File: src/rtl/send_scheduler.sv
// send_scheduler: periodic round-robin cmd_send scheduler for two MAC send channels.
module send_scheduler #(
  parameter int PERIOD_1  = 255,
  parameter int PERIOD_2  = 511,
  parameter int CMD_WIDTH = 3,
  parameter int GAP       = 8,
  parameter int ADDR_W    = 25
) (
  input  logic              clk_50,
  input  logic              reset,
  input  logic              en,
  input  logic [1:0]        ch_en,
  input  logic [ADDR_W-1:0] addr_1,
  input  logic [ADDR_W-1:0] addr_2,
  output logic              cmd_send_1,
  output logic              cmd_send_2,
  output logic [ADDR_W-1:0] start_ram_addr_1,
  output logic [ADDR_W-1:0] start_ram_addr_2,
  output logic              busy,
  output logic [15:0]       sent_cnt_1,
  output logic [15:0]       sent_cnt_2,
  output logic [7:0]        overrun_cnt_1,
  output logic [7:0]        overrun_cnt_2
);
  localparam int PMAX = PERIOD_1 > PERIOD_2 ? PERIOD_1 : PERIOD_2;
  localparam int PW = $clog2(PMAX);
  localparam int TW = $clog2(CMD_WIDTH + GAP + 1);
  typedef enum logic [1:0] {S_IDLE, S_ASSERT, S_GAP} state_t;
  state_t state, state_n;
  logic [TW-1:0] tcnt, tcnt_n;
  logic sel, sel_n, ptr, cmd_1_n, cmd_2_n, busy_n;
  logic [1:0] act, due, pend, gnt, req;
  logic [PW-1:0] pc [2];
  logic [15:0] sent [2];
  logic [7:0] ovr [2];
  logic [ADDR_W-1:0] addr_q [2];
  assign act = {en & ch_en[1], en & ch_en[0]};
  assign due = {act[1] && pc[1] == PW'(PERIOD_2 - 1), act[0] && pc[0] == PW'(PERIOD_1 - 1)};
  assign req = pend & act;
  // ptr = 0 favours channel 1 on a tie
  assign gnt[0] = state == S_IDLE && req[0] && !(req[1] && ptr);
  assign gnt[1] = state == S_IDLE && req[1] && !(req[0] && !ptr);
  always_ff @(posedge clk_50)
    if (reset) begin
      state <= S_IDLE;
      tcnt <= '0;
      sel <= 1'b0;
      cmd_send_1 <= 1'b0;
      cmd_send_2 <= 1'b0;
      busy <= 1'b0;
    end else begin
      state <= state_n;
      tcnt <= tcnt_n;
      sel <= sel_n;
      cmd_send_1 <= cmd_1_n;
      cmd_send_2 <= cmd_2_n;
      busy <= busy_n;
    end
  always_comb begin
    state_n = state == S_IDLE ? (|gnt ? S_ASSERT : S_IDLE) :
              state == S_ASSERT ? (tcnt == TW'(CMD_WIDTH - 1) ? (GAP == 0 ? S_IDLE : S_GAP) : S_ASSERT) :
              (tcnt == TW'(GAP - 1) ? S_IDLE : S_GAP);
    tcnt_n = (state == S_IDLE || state_n != state) ? '0 : tcnt + 1'b1;
  end
  always_comb begin
    sel_n = gnt[1] ? 1'b1 : gnt[0] ? 1'b0 : sel;
    cmd_1_n = state_n == S_ASSERT && !sel_n;
    cmd_2_n = state_n == S_ASSERT && sel_n;
    busy_n = state_n != S_IDLE;
  end
  always_ff @(posedge clk_50)
    if (reset) begin
      pc <= '{default: '0};
      pend <= '0;
      ptr <= 1'b0;
      sent <= '{default: '0};
      ovr <= '{default: '0};
      addr_q <= '{default: '0};
    end else begin
      if (req == 2'b11 && |gnt) ptr <= gnt[0];
      for (int i = 0; i < 2; i++) begin
        pc[i] <= (!act[i] || due[i]) ? '0 : pc[i] + 1'b1;
        // a due coinciding with a grant re-arms pending rather than counting as an overrun
        pend[i] <= act[i] && (due[i] || (pend[i] && !gnt[i]));
        if (due[i] && pend[i] && !gnt[i] && ovr[i] != 8'hff) ovr[i] <= ovr[i] + 8'd1;
        if (gnt[i]) begin
          sent[i] <= sent[i] + 16'd1;
          addr_q[i] <= i == 0 ? addr_1 : addr_2;
        end
      end
    end
  assign sent_cnt_1 = sent[0];
  assign sent_cnt_2 = sent[1];
  assign overrun_cnt_1 = ovr[0];
  assign overrun_cnt_2 = ovr[1];
  assign start_ram_addr_1 = addr_q[0];
  assign start_ram_addr_2 = addr_q[1];
endmodule
File: config.mk
export PLATFORM = sky130hd
export DESIGN_NAME = send_scheduler
export DESIGN_NICKNAME = d
export VERILOG_FILES = /design/src/rtl/send_scheduler.sv
export SDC_FILE = /design/constraint.sdc
export NUM_CORES = 1
export LEC_CHECK = 0
export CELL_PAD_IN_SITES_DETAIL_PLACEMENT = 1
export CELL_PAD_IN_SITES_GLOBAL_PLACEMENT = 1
export CORE_ASPECT_RATIO = 1.1
export CORE_UTILIZATION = 35
export DETAILED_ROUTE_END_ITERATION = 7
export GPL_TIMING_DRIVEN = 0
export PLACE_DENSITY = 0.91
export SLEW_MARGIN = 30
export SYNTH_ARGS = -nofsm -noshare
export SYNTH_HDL_FRONTEND = slang
export SYNTH_SLANG_ARGS = --single-unit
export TNS_END_PERCENT = 50
File: constraint.sdc
create_clock -name clk_50 -period 3.95 [get_ports clk_50]
set_input_delay 0.79 -clock clk_50 [delete_from_list [all_inputs] [get_ports clk_50]]
set_output_delay 0.79 -clock clk_50 [all_outputs]
set_load 0.01 [all_outputs]
==> results of run 1 <==
## critical path: cells and delay by family
| family | cells | cell delay (ps) |
|---|---|---|
| AOI/OAI and AO/OA | 1 | 110 |
| buffers and inverters | 4 | 2020 |
## cell usage in the layout (no fill, tap or decap), types with 17 or more instances in the layout
cell type and n:
sky130_fd_sc_hd__clkbuf_16 17, sky130_fd_sc_hd__clkbuf_1 22, sky130_fd_sc_hd__nand3_1 23, sky130_fd_sc_hd__o21ai_0 18, sky130_fd_sc_hd__o31ai_1 18, sky130_fd_sc_hd__clkdlybuf4s50_1 155, sky130_fd_sc_hd__dfxtp_1 129, sky130_fd_sc_hd__or3_1 19
sky130_fd_sc_hd__a21oi_1 91, sky130_fd_sc_hd__nand2_1 123, sky130_fd_sc_hd__or4_1 18, sky130_fd_sc_hd__nor2_1 38
## power by group through the flow
stage          sequential (W)  combinational [W]  clock [W]
6_report              0.00130          0.0000886    0.00155
2_1_floorplan         0.00133          0.0000203          0
3_5_place_dp          0.00133          0.0000887          0
4_1_cts               0.00130          0.0000896    0.00158
5_1_grt               0.00130          0.0000954    0.00164
3_3_place_gp          0.00133          0.0000882          0
## stage by stage
stage	power (W)	std cells	utilization	worst slack (ps)	hold slack, ps
6_report	0.00294	1006	0.527	1290	453
5_1_grt	0.00304	1006	0.527	1190	470
4_1_cts	0.00298	1006	0.527	1300	455
2_1_floorplan	0.00135	628	-	1900	430
3_3_place_gp	0.00142	975	0.486	910	441
3_5_place_dp	0.00142	975	0.486	841	447
## path summary, 6_finish.rpt
check	end	slack (ps)	cells after the start
setup reg to reg	start_ram_addr_1[17]	1900	6
hold reg to reg	start_ram_addr_2[0]	450	2
hold / removal	start_ram_addr_2[0]	450	2
setup / recovery	sent_cnt_1[6]	1290	5
## registers in the layout, summed over array words and instances, names as in the netlist, 4 cells and up
signal,flops
start_ram_addr_2,25
overrun_cnt_2,8
tcnt,4
start_ram_addr_1,25
overrun_cnt_1,8
sent_cnt_1,16
pc,18
sent_cnt_2,16
## logic make-up (layout without fill, tap and decap cells)
family | count (synthesis) | after routing
AND/OR/NAND/NOR | 282 | 282
AO/OA/AOI/OAI | 134 | 134
flip-flops | 129 | 129
buffers and inverters | 45 | 231
XOR/XNOR | 22 | 22
adder cells (fa/ha/maj) | 10 | 10
multiplexers | 6 | 6
## layer usage
layer	share of wire	vias up	global-route usage
met5	0	-	0
met4	0.020	0	0.0910
met3	0.048	23	0.0538
met2	0.52	117	0.389
met1	0.41	2520	0.238
li1	-	2552	-
## cell type report
class                   count  share of cell area
plain buffers              34              0.0200
clock buffers              27              0.0705
clock inverters             4             0.00585
inverters                  11             0.00536
multi-input cells         454               0.330
flip-flops and latches    129               0.335
well taps                 192              0.0312
repair buffers            155               0.202
==> load_flow_metrics.sql, run 1 <==
INSERT INTO impl_metrics (metric_group, metric, value, unit) VALUES
('synthesis', 'synth.area.mux_share', '0.0127', ''),
('critical_path', 'cp_slowest_stage_delay', '560', 'ps'),
('synthesis', 'synthArstFlopShare', '0', ''),
('synthesis', 'netlist_area', '5320', 'um^2'),
('floorplanning', 'ios', '156', ''),
('synthesis', 'synth.ff_latch_count', '129', ''),
('pwr', 'p_sw_frac', '0.202', ''),
('critical_path', 'setup.worst_path.start', 'reset', ''),
('drt', 'final_antenna_net_count', '0', ''),
('critical_path', 'timing.critical_path.from_type', 'primary input', ''),
('cts', 'post-cts-setup-buffers', '0', ''),
('critical_path', 'r2r_start', 'state[1]', ''),
('sta', 'fin_setup_tns', '0', 'ps'),
('outcome', 'outcome', 'completed', ''),
('synthesis', 'yosysSeqAreaShare', '0.486', ''),
('global_routing', 'grt_pass1_wl', '26800', 'um'),
('critical_path', 'cp_capture_type', 'flip-flop', ''),
('cts', 'tritoncts.num_buffers', '17', ''),
('floorplanning', 'dieHeight', '131', 'um'),
('pwr', 'pwr-share-clk', '0.526', ''),
('global_routing', 'grt.overflow.total', '0', ''),
('cts', 'clock_sinks', '129', ''),
('final_layout', 'fin_area', '7700', 'um^2'),
('cts', 'cts.hold.buffers_added', '0', ''),
('pwr', 'peakVddDrop', '0.000217', 'V'),
('worst_hold_path', 'hold_path.class', 'flip-flop to flip-flop', ''),
('synthesis', 'synth_xor_xnor_area_share', '0.0362', ''),
('final_layout', 'final_layout_size_suffix_gt1_frac', '0.0639', ''),
('job', 'max_cap_violations', '0', ''),
('drt', 'detail_route.vias_per_cell', '5.18', ''),
('synthesis', 'combinational_family_with_the_most_area_after_synthesis', 'simple AND/OR/NAND/NOR gates', ''),
('sta', 'maxSlewViolCount', '0', ''),
('drt', 'finalWirelength', '16500', 'um'),
('critical_path', 'worstPathCellList', 'clkdlybuf4s50_1 -> clkbuf_1 -> clkbuf_1 -> clkbuf_1 -> a21oi_1', ''),
('synthesis', 'synthesis.nets', '693', ''),
('place', 'io_buffer_count', '155', ''),
('synthesis', 'post_synth_most_frequent_cells', '129 x sky130_fd_sc_hd__dfxtp_1, 123 x sky130_fd_sc_hd__nand2_1, 91 x sky130_fd_sc_hd__a21oi_1', ''),
('cts', 'clkTransAtPathRegs', '60', 'ps'),
('synthesis', 'cell_with_the_most_instances_after_synthesis', 'sky130_fd_sc_hd__dfxtp_1', ''),
('synthesis', 'synth-adder-area-share', '0.0235', ''),
('sta', 'worst_margin_slew', '587', 'ps'),
('pwr', 'flop_pwr_share', '0.443', ''),
('cts', 'clock_path_buffers', '2', ''),
('critical_path', 'path_common_cell', 'sky130_fd_sc_hd__clkbuf_1', ''),
('synthesis', 'synthCells', '628', ''),
('cts', 'worst_skew_pair_later_pin_latency', '420', 'ps'),
('sta', 'fin_crit_sh', '0.673', ''),
('final_layout', 'multi_input_area', '2540', 'um^2'),
('synthesis', 'netlist-cell-type-count', '42', ''),
('pwr', 'cellLeakagePower', '2.58', 'nW'),
('cts', 'cts_tree', 'yes', ''),
('synthesis', 'synth_enable_flop_cells', '0', ''),
('final_layout', 'insertedDiodeCount', '0', ''),
('pwr', 'power.share.combinational', '0.030', ''),
('pwr', 'cell_internal_pwr', '0.00235', 'W'),
('global_routing', 'antenna_found_initial', '0', ''),
('floorplanning', 'initial_utilization', '0.364', ''),
('sta', 'shortest_period_the_worst_path_allows', '2660', 'ps'),
('global_routing', 'grt_max_degree', '17', ''),
('place', 'final_weighted_congestion_in_routability_driven_placement', '0.787', ''),
('critical_path', 'worst-path-max-fanout', '10', ''),
('global_routing', 'global_route.usage.total', '0.216', ''),
('drt', 'num_vias', '5212', ''),
('synthesis', 'synth_top_area_cell', 'sky130_fd_sc_hd__dfxtp_1', ''),
('synthesis', 'area_fraction_in_and_or_nand_and_nor_cells_after_synthesis', '0.266', ''),
('pwr', 'power.density_cell_area', '382', 'nW/um^2'),
('drt', 'post-route-drc-count', '0', ''),
('cts', 'clock_tree.htree_level_count', '4', ''),
('sta', 'finalClockSkew', '9.60', 'ps'),
('drt', 'drt_pass1_iterations', '4', ''),
('critical_path', 'crit_arrival', '2930', 'ps');
Note: power is estimated with default switching activity, not from simulation.
==> inputs of run 2 (changes only) <==
--- a/config.mk
+++ b/config.mk
@@ -8,10 +8,10 @@
 export CELL_PAD_IN_SITES_DETAIL_PLACEMENT = 1
 export CELL_PAD_IN_SITES_GLOBAL_PLACEMENT = 1
 export CORE_ASPECT_RATIO = 1.1
-export CORE_UTILIZATION = 35
+export CORE_UTILIZATION = 31
 export DETAILED_ROUTE_END_ITERATION = 7
 export GPL_TIMING_DRIVEN = 0
-export PLACE_DENSITY = 0.91
+export PLACE_DENSITY = 0.86
 export SLEW_MARGIN = 30
 export SYNTH_ARGS = -nofsm -noshare
 export SYNTH_HDL_FRONTEND = slang
==> constraint.sdc (replaced) <==
create_clock -name clk_50 -period 2.4 [get_ports clk_50]
set_input_delay 0.48 -clock clk_50 [delete_from_list [all_inputs] [get_ports clk_50]]
set_output_delay 0.48 -clock clk_50 [all_outputs]
set_load 0.01 [all_outputs]
==> run 2 against run 1 <==
Effect of this change: utilization fell by 5.8 points; clock-buffer cell count shrank 5; die area up 13%; setup slack got worse by 1100 ps; combinational power is 67% higher; sequential power rose by 65%; highest routed layer unchanged; clock skew down 2.6 ps; via count rose by 0.96%; worst hold slack worse by 0.63 ps; flip-flop and latch count is the same; routed wire length increased by 0.36%; non-clock buffer count shrank 1.
==> load_flow_metrics.sql, run 2 (synthesized netlist as in run 1, its figures left out) <==
INSERT INTO impl_metrics (metric_group, metric, value, unit) VALUES
('sta', 'shortest_period_the_worst_path_allows', '2240', 'ps'),
('cts', 'tritoncts.num_buffers', '17', ''),
('cts', 'clkTransAtPathRegs', '60', 'ps'),
('sta', 'grt_setup_unrepaired', 'false', ''),
('global_routing', 'groute.layer.met2.usage', '0.346', ''),
('critical_path', 'worstPathBufferInverterCount', '3', ''),
('critical_path', 'crit_arrival', '2590', 'ps'),
('place', 'pre_cts_ws', '-433', 'ps'),
('worst_hold_path', 'hold_path.class', 'flip-flop to flip-flop', ''),
('worst_hold_path', 'worstHoldStart', 'start_ram_addr_2[22]', ''),
('critical_path', 'reg2reg_setup_slack', '320', 'ps'),
('final_layout', 'finalNetCount', '866', ''),
('place', 'io_buffer_count', '155', ''),
('critical_path', 'cp_slowest_stage_delay', '540', 'ps'),
('drt', 'post_drt_wl_per_cell', '16.3', 'um'),
('sta', 'worst_margin_slew', '590', 'ps'),
('global_routing', 'vias_in_the_first_global_route', '5395', ''),
('sta', 'fin_crit_sh', '0.934', ''),
('sta', 'worst_slew_margin_rel', '0.604', ''),
('sta', 'finalClockSkew', '6.99', 'ps'),
('floorplanning', 'core', '16600', 'um^2'),
('cts', 'cts_root_buf', 'sky130_fd_sc_hd__clkbuf_16', ''),
('cts', 'clock_sinks', '129', ''),
('sta', 'setup-violations-final', '0', ''),
('floorplanning', 'initial_utilization', '0.321', ''),
('global_routing', 'grt.overflow.total', '0', ''),
('job', 'max_cap_violations', '0', ''),
('worst_hold_path', 'min_path_cells', '2', ''),
('place', 'detailedPlacementHpwl', '11800', 'um'),
('final_layout', 'areaGrowthSynthToFinish', '45.7', '%'),
('pwr', 'peakVddDrop', '0.000449', 'V'),
('floorplanning', 'ios', '156', ''),
('critical_path', 'worst-endpoint-required', '2750', 'ps'),
('global_routing', 'grt_most_used_layer', 'met2', ''),
('final_layout', 'regArea', '2580', 'um^2'),
('sta', 'holdWs', '452', 'ps'),
('drt', 'drt_pass1_iterations', '5', ''),
('final_layout', 'insertedDiodeCount', '0', ''),
('global_routing', 'antenna_found_initial', '0', ''),
('critical_path', 'timing.reg2reg.worst_path_depth', '6', ''),
('global_routing', 'grt_max_degree', '17', ''),
('global_routing', 'use_met3', '0.0492', ''),
('floorplanning', 'rows', '49', ''),
('cts', 'worst_skew_pair_later_pin_latency', '420', 'ps'),
('critical_path', 'setup.worst_path.start', 'en', ''),
('sta', 'finalWorstSetupSlack', '159', 'ps'),
('final_layout', 'mostFrequentLayoutCell', 'sky130_fd_sc_hd__clkdlybuf4s50_1', ''),
('global_routing', 'grt_pass1_wl', '26900', 'um'),
('critical_path', 'timing.critical_path.from_type', 'primary input', ''),
('outcome', 'outcome', 'completed', ''),
('floorplanning', 'floorplan.die.width', '127', 'um'),
('drt', 'final_antenna_net_count', '0', ''),
('drt', 'post-route-drc-count', '0', ''),
('floorplanning', 'die_area', '17700', 'um^2'),
('global_routing', 'global_route.usage.total', '0.192', ''),
('final_layout', 'commonest_cells_after_routing_fill_and_taps_aside', '155 x sky130_fd_sc_hd__clkdlybuf4s50_1, 129 x sky130_fd_sc_hd__dfxtp_1, 123 x sky130_fd_sc_hd__nand2_1', ''),
('drt', 'drt-initial-drc-count', '199', ''),
('final_layout', 'final_layout_size_suffix_gt1_frac', '0.0725', ''),
('final_layout', 'multi_input_area', '2540', 'um^2'),
('critical_path', 'r2r_start', 'state[1]', ''),
('sta', 'clock.fmax', '446', 'MHz'),
('place', 'placed_cell_area', '7130', 'um^2'),
('critical_path', 'worstPathCellList', 'clkdlybuf4s50_1 -> and3_1 -> buf_4 -> nand3_1 -> clkbuf_1 -> nand2_1 -> a21oi_1', ''),
('critical_path', 'worst-path-max-fanout', '10', ''),
('critical_path', 'worst_r2r_endpoint', 'start_ram_addr_1[16]', ''),
('drt', 'detail_route.vias_per_cell', '5.17', ''),
('drt', 'num_vias', '5262', ''),
('drt', 'finalWirelength', '16600', 'um'),
('sta', 'maxSlewViolCount', '0', ''),
('critical_path', 'cp_capture_type', 'flip-flop', ''),
('critical_path', 'worst-setup-path-type', 'primary input to flip-flop', ''),
('pwr', 'power.density_cell_area', '647', 'nW/um^2'),
('final_layout', 'final_core_util', '0.468', ''),
('cts', 'cts.hold.buffers_added', '0', ''),
('place', 'final_weighted_congestion_in_routability_driven_placement', '0.791', ''),
('critical_path', 'cpLargestDelayFamily', 'buffers and inverters', ''),
('final_layout', 'fin_area', '7750', 'um^2'),
('cts', 'post-cts-setup-buffers', '0', ''),
('worst_hold_path', 'holdPathEnd', 'start_ram_addr_2[22]', ''),
('cts', 'clock_path_buffers', '2', ''),
('cts', 'clock_tree.htree_level_count', '4', ''),
('cts', 'cts_tree', 'yes', ''),
('critical_path', 'worst_path_slowest_cell', 'sky130_fd_sc_hd__clkdlybuf4s50_1', ''),
('floorplanning', 'dieHeight', '139', 'um'),
('global_routing', 'use_met1', '0.213', ''),
('pwr', 'cellLeakagePower', '2.60', 'nW'),
('sta', 'count_of_final_hold_check_violations', '0', ''),
('final_layout', 'filler_cell_count', '1939', ''),
('sta', 'fin_setup_tns', '0', 'ps');
run 2: cell count changes in the layout (fill, tap and decap cells not counted), sizes merged:
cell and change:
clkinvlp +2, buf -2, bufinv +2, clkbuf -4, clkinv +2
run 2: worst max path at each step:
stage	to	slack [ps]	cells past startpoint
after floorplan	overrun_cnt_2[5]	660	5
after global placement	start_ram_addr_2[21]	-350	5
after detailed placement	start_ram_addr_2[8]	-430	5
after CTS	start_ram_addr_1[1]	30	5
after global routing	start_ram_addr_1[23]	0.3	7
final	start_ram_addr_1[16]	160	7
run 2: power breakdown:
| group | leakage [nW] | switching, W | internal (W) |
|---|---|---|---|
| registers | 1.04 | 0.00000262 | 0.00214 |
| clock network | 0.308 | 0.000958 | 0.00176 |
| logic | 1.25 | 0.0000624 | 0.0000858 |
run 2: final cells by class:
class,count,area share
sequential,129,0.333
tap,204,0.0329
buffer,33,0.0200
inverter,11,0.00533
timing repair buffer,155,0.200
clock buffer,22,0.0638
multi-input combinational,454,0.328
clock inverter,10,0.0168
run 2: layer usage:
layer	up-vias	wire, um
li1	2553	-
met4	0	339
met2	119	8560
met5	-	0
met3	27	840
met1	2563	6830
run 2: repair_timing:
| item | CTS | global route |
|---|---|---|
| pin swaps | 0 | 0 |
| resized for setup | 1 | 5 |
| endpoints found under the setup margin | 1 | 79 |
| cloned | 0 | 0 |
run 2: tightest hold or removal path, cell delays in order (launching register included):
cell and delay, ps:
sky130_fd_sc_hd__dfxtp_1 300, sky130_fd_sc_hd__nand2_1 50, sky130_fd_sc_hd__a21oi_1 50
run 2: stage by stage:
stage / total power [W] / std cells
2_1_floorplan: 0.00223 / 628
3_3_place_gp: 0.00234 / 987
3_5_place_dp: 0.00234 / 987
4_1_cts: 0.00507 / 1019
5_1_grt: 0.00516 / 1018
6_report: 0.00501 / 1018
==> inputs of run 3 (changes only) <==
==> constraint.sdc (replaced) <==
create_clock -name clk_50 -period 2.4 [get_ports clk_50]
set_input_delay 0.24 -clock clk_50 [delete_from_list [all_inputs] [get_ports clk_50]]
set_output_delay 0.24 -clock clk_50 [all_outputs]
set_load 0.01 [all_outputs]
==> run 3 against run 2 <==
Effect of this change: non-clock buffer count rose by 1; flip-flop and latch count did not move; critical path depth fell by 2; clock power barely moved; combinational power barely moved; sequential share of layout area barely moved; largest power group unchanged.
==> load_flow_metrics.sql, run 3 (synthesized netlist as in run 1, its figures left out) <==
INSERT INTO impl_metrics (metric_group, metric, value, unit) VALUES
('outcome', 'outcome', 'completed', ''),
('drt', 'num_vias', '5239', ''),
('drt', 'post_drt_wl_per_cell', '16.2', 'um'),
('sta', 'setup-violations-final', '0', ''),
('final_layout', 'multi_input_area', '2540', 'um^2'),
('final_layout', 'regArea', '2580', 'um^2'),
('sta', 'finalClockSkew', '7.02', 'ps'),
('place', 'detailedPlacementHpwl', '11800', 'um'),
('sta', 'count_of_final_hold_check_violations', '0', ''),
('final_layout', 'fin_area', '7750', 'um^2'),
('global_routing', 'grt.overflow.total', '0', ''),
('global_routing', 'vias_in_the_first_global_route', '5395', ''),
('place', 'placed_cell_area', '7130', 'um^2'),
('drt', 'final_antenna_net_count', '0', ''),
('floorplanning', 'floorplan.die.width', '127', 'um'),
('critical_path', 'worst-setup-path-type', 'primary input to flip-flop', ''),
('floorplanning', 'initial_utilization', '0.321', ''),
('cts', 'cts_root_buf', 'sky130_fd_sc_hd__clkbuf_16', ''),
('pwr', 'cellLeakagePower', '2.59', 'nW'),
('floorplanning', 'ios', '156', ''),
('floorplanning', 'core', '16600', 'um^2'),
('critical_path', 'crit_arrival', '2370', 'ps'),
('floorplanning', 'dieHeight', '139', 'um'),
('sta', 'maxSlewViolCount', '0', ''),
('pwr', 'power.density_cell_area', '646', 'nW/um^2'),
('final_layout', 'final_core_util', '0.468', ''),
('cts', 'clock_path_buffers', '2', ''),
('worst_hold_path', 'worstHoldStart', 'addr_1[19]', ''),
('place', 'final_weighted_congestion_in_routability_driven_placement', '0.791', ''),
('drt', 'dr.max_layer_used', 'met4', ''),
('sta', 'clock.fmax', '475', 'MHz'),
('drt', 'm1WireLength', '6850', 'um'),
('drt', 'drt-initial-drc-count', '215', ''),
('drt', 'finalWirelength', '16500', 'um'),
('cts', 'post-cts-setup-buffers', '0', ''),
('drt', 'post-route-drc-count', '0', ''),
('sta', 'shortest_period_the_worst_path_allows', '2100', 'ps'),
('drt', 'drt_pass1_iterations', '4', ''),
('cts', 'cts.hold.buffers_added', '0', ''),
('global_routing', 'grt_pass1_wl', '26900', 'um'),
('cts', 'clock_sinks', '129', ''),
('global_routing', 'global_route.usage.total', '0.192', ''),
('drt', 'route.met3.wl', '797', 'um'),
('sta', 'holdWs', '371', 'ps'),
('cts', 'clock_tree.htree_level_count', '4', ''),
('floorplanning', 'rows', '49', ''),
('job', 'max_cap_violations', '0', ''),
('pwr', 'peakVddDrop', '0.000435', 'V'),
('sta', 'worst_slew_margin_rel', '0.602', ''),
('final_layout', 'filler_cell_count', '1940', ''),
('critical_path', 'timing.critical_path.from_type', 'primary input', ''),
('final_layout', 'commonest_cells_after_routing_fill_and_taps_aside', '155 x sky130_fd_sc_hd__clkdlybuf4s50_1, 129 x sky130_fd_sc_hd__dfxtp_1, 123 x sky130_fd_sc_hd__nand2_1', ''),
('critical_path', 'cp_capture_type', 'flip-flop', ''),
('final_layout', 'insertedDiodeCount', '0', ''),
('final_layout', 'finalNetCount', '867', ''),
('sta', 'fin_crit_sh', '0.876', ''),
('cts', 'cts_tree', 'yes', ''),
('critical_path', 'worst-path-max-fanout', '10', ''),
('global_routing', 'grt_max_degree', '17', ''),
('floorplanning', 'die_area', '17700', 'um^2'),
('pwr', 'totalPowerFinal', '0.00501', 'W'),
('cts', 'tritoncts.num_buffers', '17', ''),
('global_routing', 'antenna_found_initial', '0', ''),
('sta', 'worst_margin_slew', '593', 'ps'),
('cts', 'worst_skew_pair_later_pin_latency', '420', 'ps'),
('drt', 'detail_route.vias_per_cell', '5.14', ''),
('final_layout', 'areaGrowthSynthToFinish', '45.7', '%'),
('cts', 'clkTransAtPathRegs', '60', 'ps'),
('final_layout', 'mostFrequentLayoutCell', 'sky130_fd_sc_hd__clkdlybuf4s50_1', ''),
('critical_path', 'setup.worst_path.start', 'reset', ''),
('worst_hold_path', 'hold_path.class', 'primary input to flip-flop', ''),
('critical_path', 'worst-endpoint-required', '2670', 'ps'),
('cts', 'post_cts_resize_count', '0', ''),
('place', 'io_buffer_count', '155', ''),
('sta', 'grt_setup_unrepaired', 'false', ''),
('critical_path', 'r2r_start', 'state[1]', ''),
('drt', 'wl_met2', '8560', 'um'),
('final_layout', 'final_layout_size_suffix_gt1_frac', '0.0675', '');
==> run 3: cell type report <==
type	instances	area share
timing repair buffer	155	0.200
clock buffer	22	0.0638
tap	204	0.0329
buffer	34	0.0199
clock inverter	10	0.0168
sequential	129	0.333
inverter	11	0.00533
multi-input combinational	454	0.328
==> run 3: worst paths after layout <==
| check | end | slack [ps] | cells after the start |
|---|---|---|---|
| max | start_ram_addr_2[8] | 300 | 5 |
| max reg2reg | start_ram_addr_1[16] | 320 | 6 |
| min reg2reg | start_ram_addr_2[22] | 450 | 2 |
| min | start_ram_addr_1[19] | 370 | 3 |
==> run 3: metrics by stage <==
step	TNS [ps]	setup slack (ps)	std cells
floorplan	0	696	628
global placement	-4150	-111	987
detailed placement	-7890	-193	987
CTS	0	238	1019
global route	0	46.2	1019
finish	0	297	1019
==> run 3: layer usage <==
layer / track usage / up-vias
met5: 0 / -
met2: 0.346 / 115
met4: 0.0746 / 0
met3: 0.0492 / 27
li1: - / 2552
met1: 0.213 / 2545
==> run 3: worst max-delay path: stages <==
cell and delay, ps:
sky130_fd_sc_hd__clkdlybuf4s50_1 550, sky130_fd_sc_hd__clkbuf_1 450, sky130_fd_sc_hd__buf_1 500, sky130_fd_sc_hd__clkbuf_1 520
sky130_fd_sc_hd__a21oi_1 90
==> run 3: power breakdown <==
part           switching, W  internal [W]
Combinational     0.0000623     0.0000851
Sequential       0.00000265       0.00214
Clock              0.000954       0.00176
Total               0.00102       0.00399
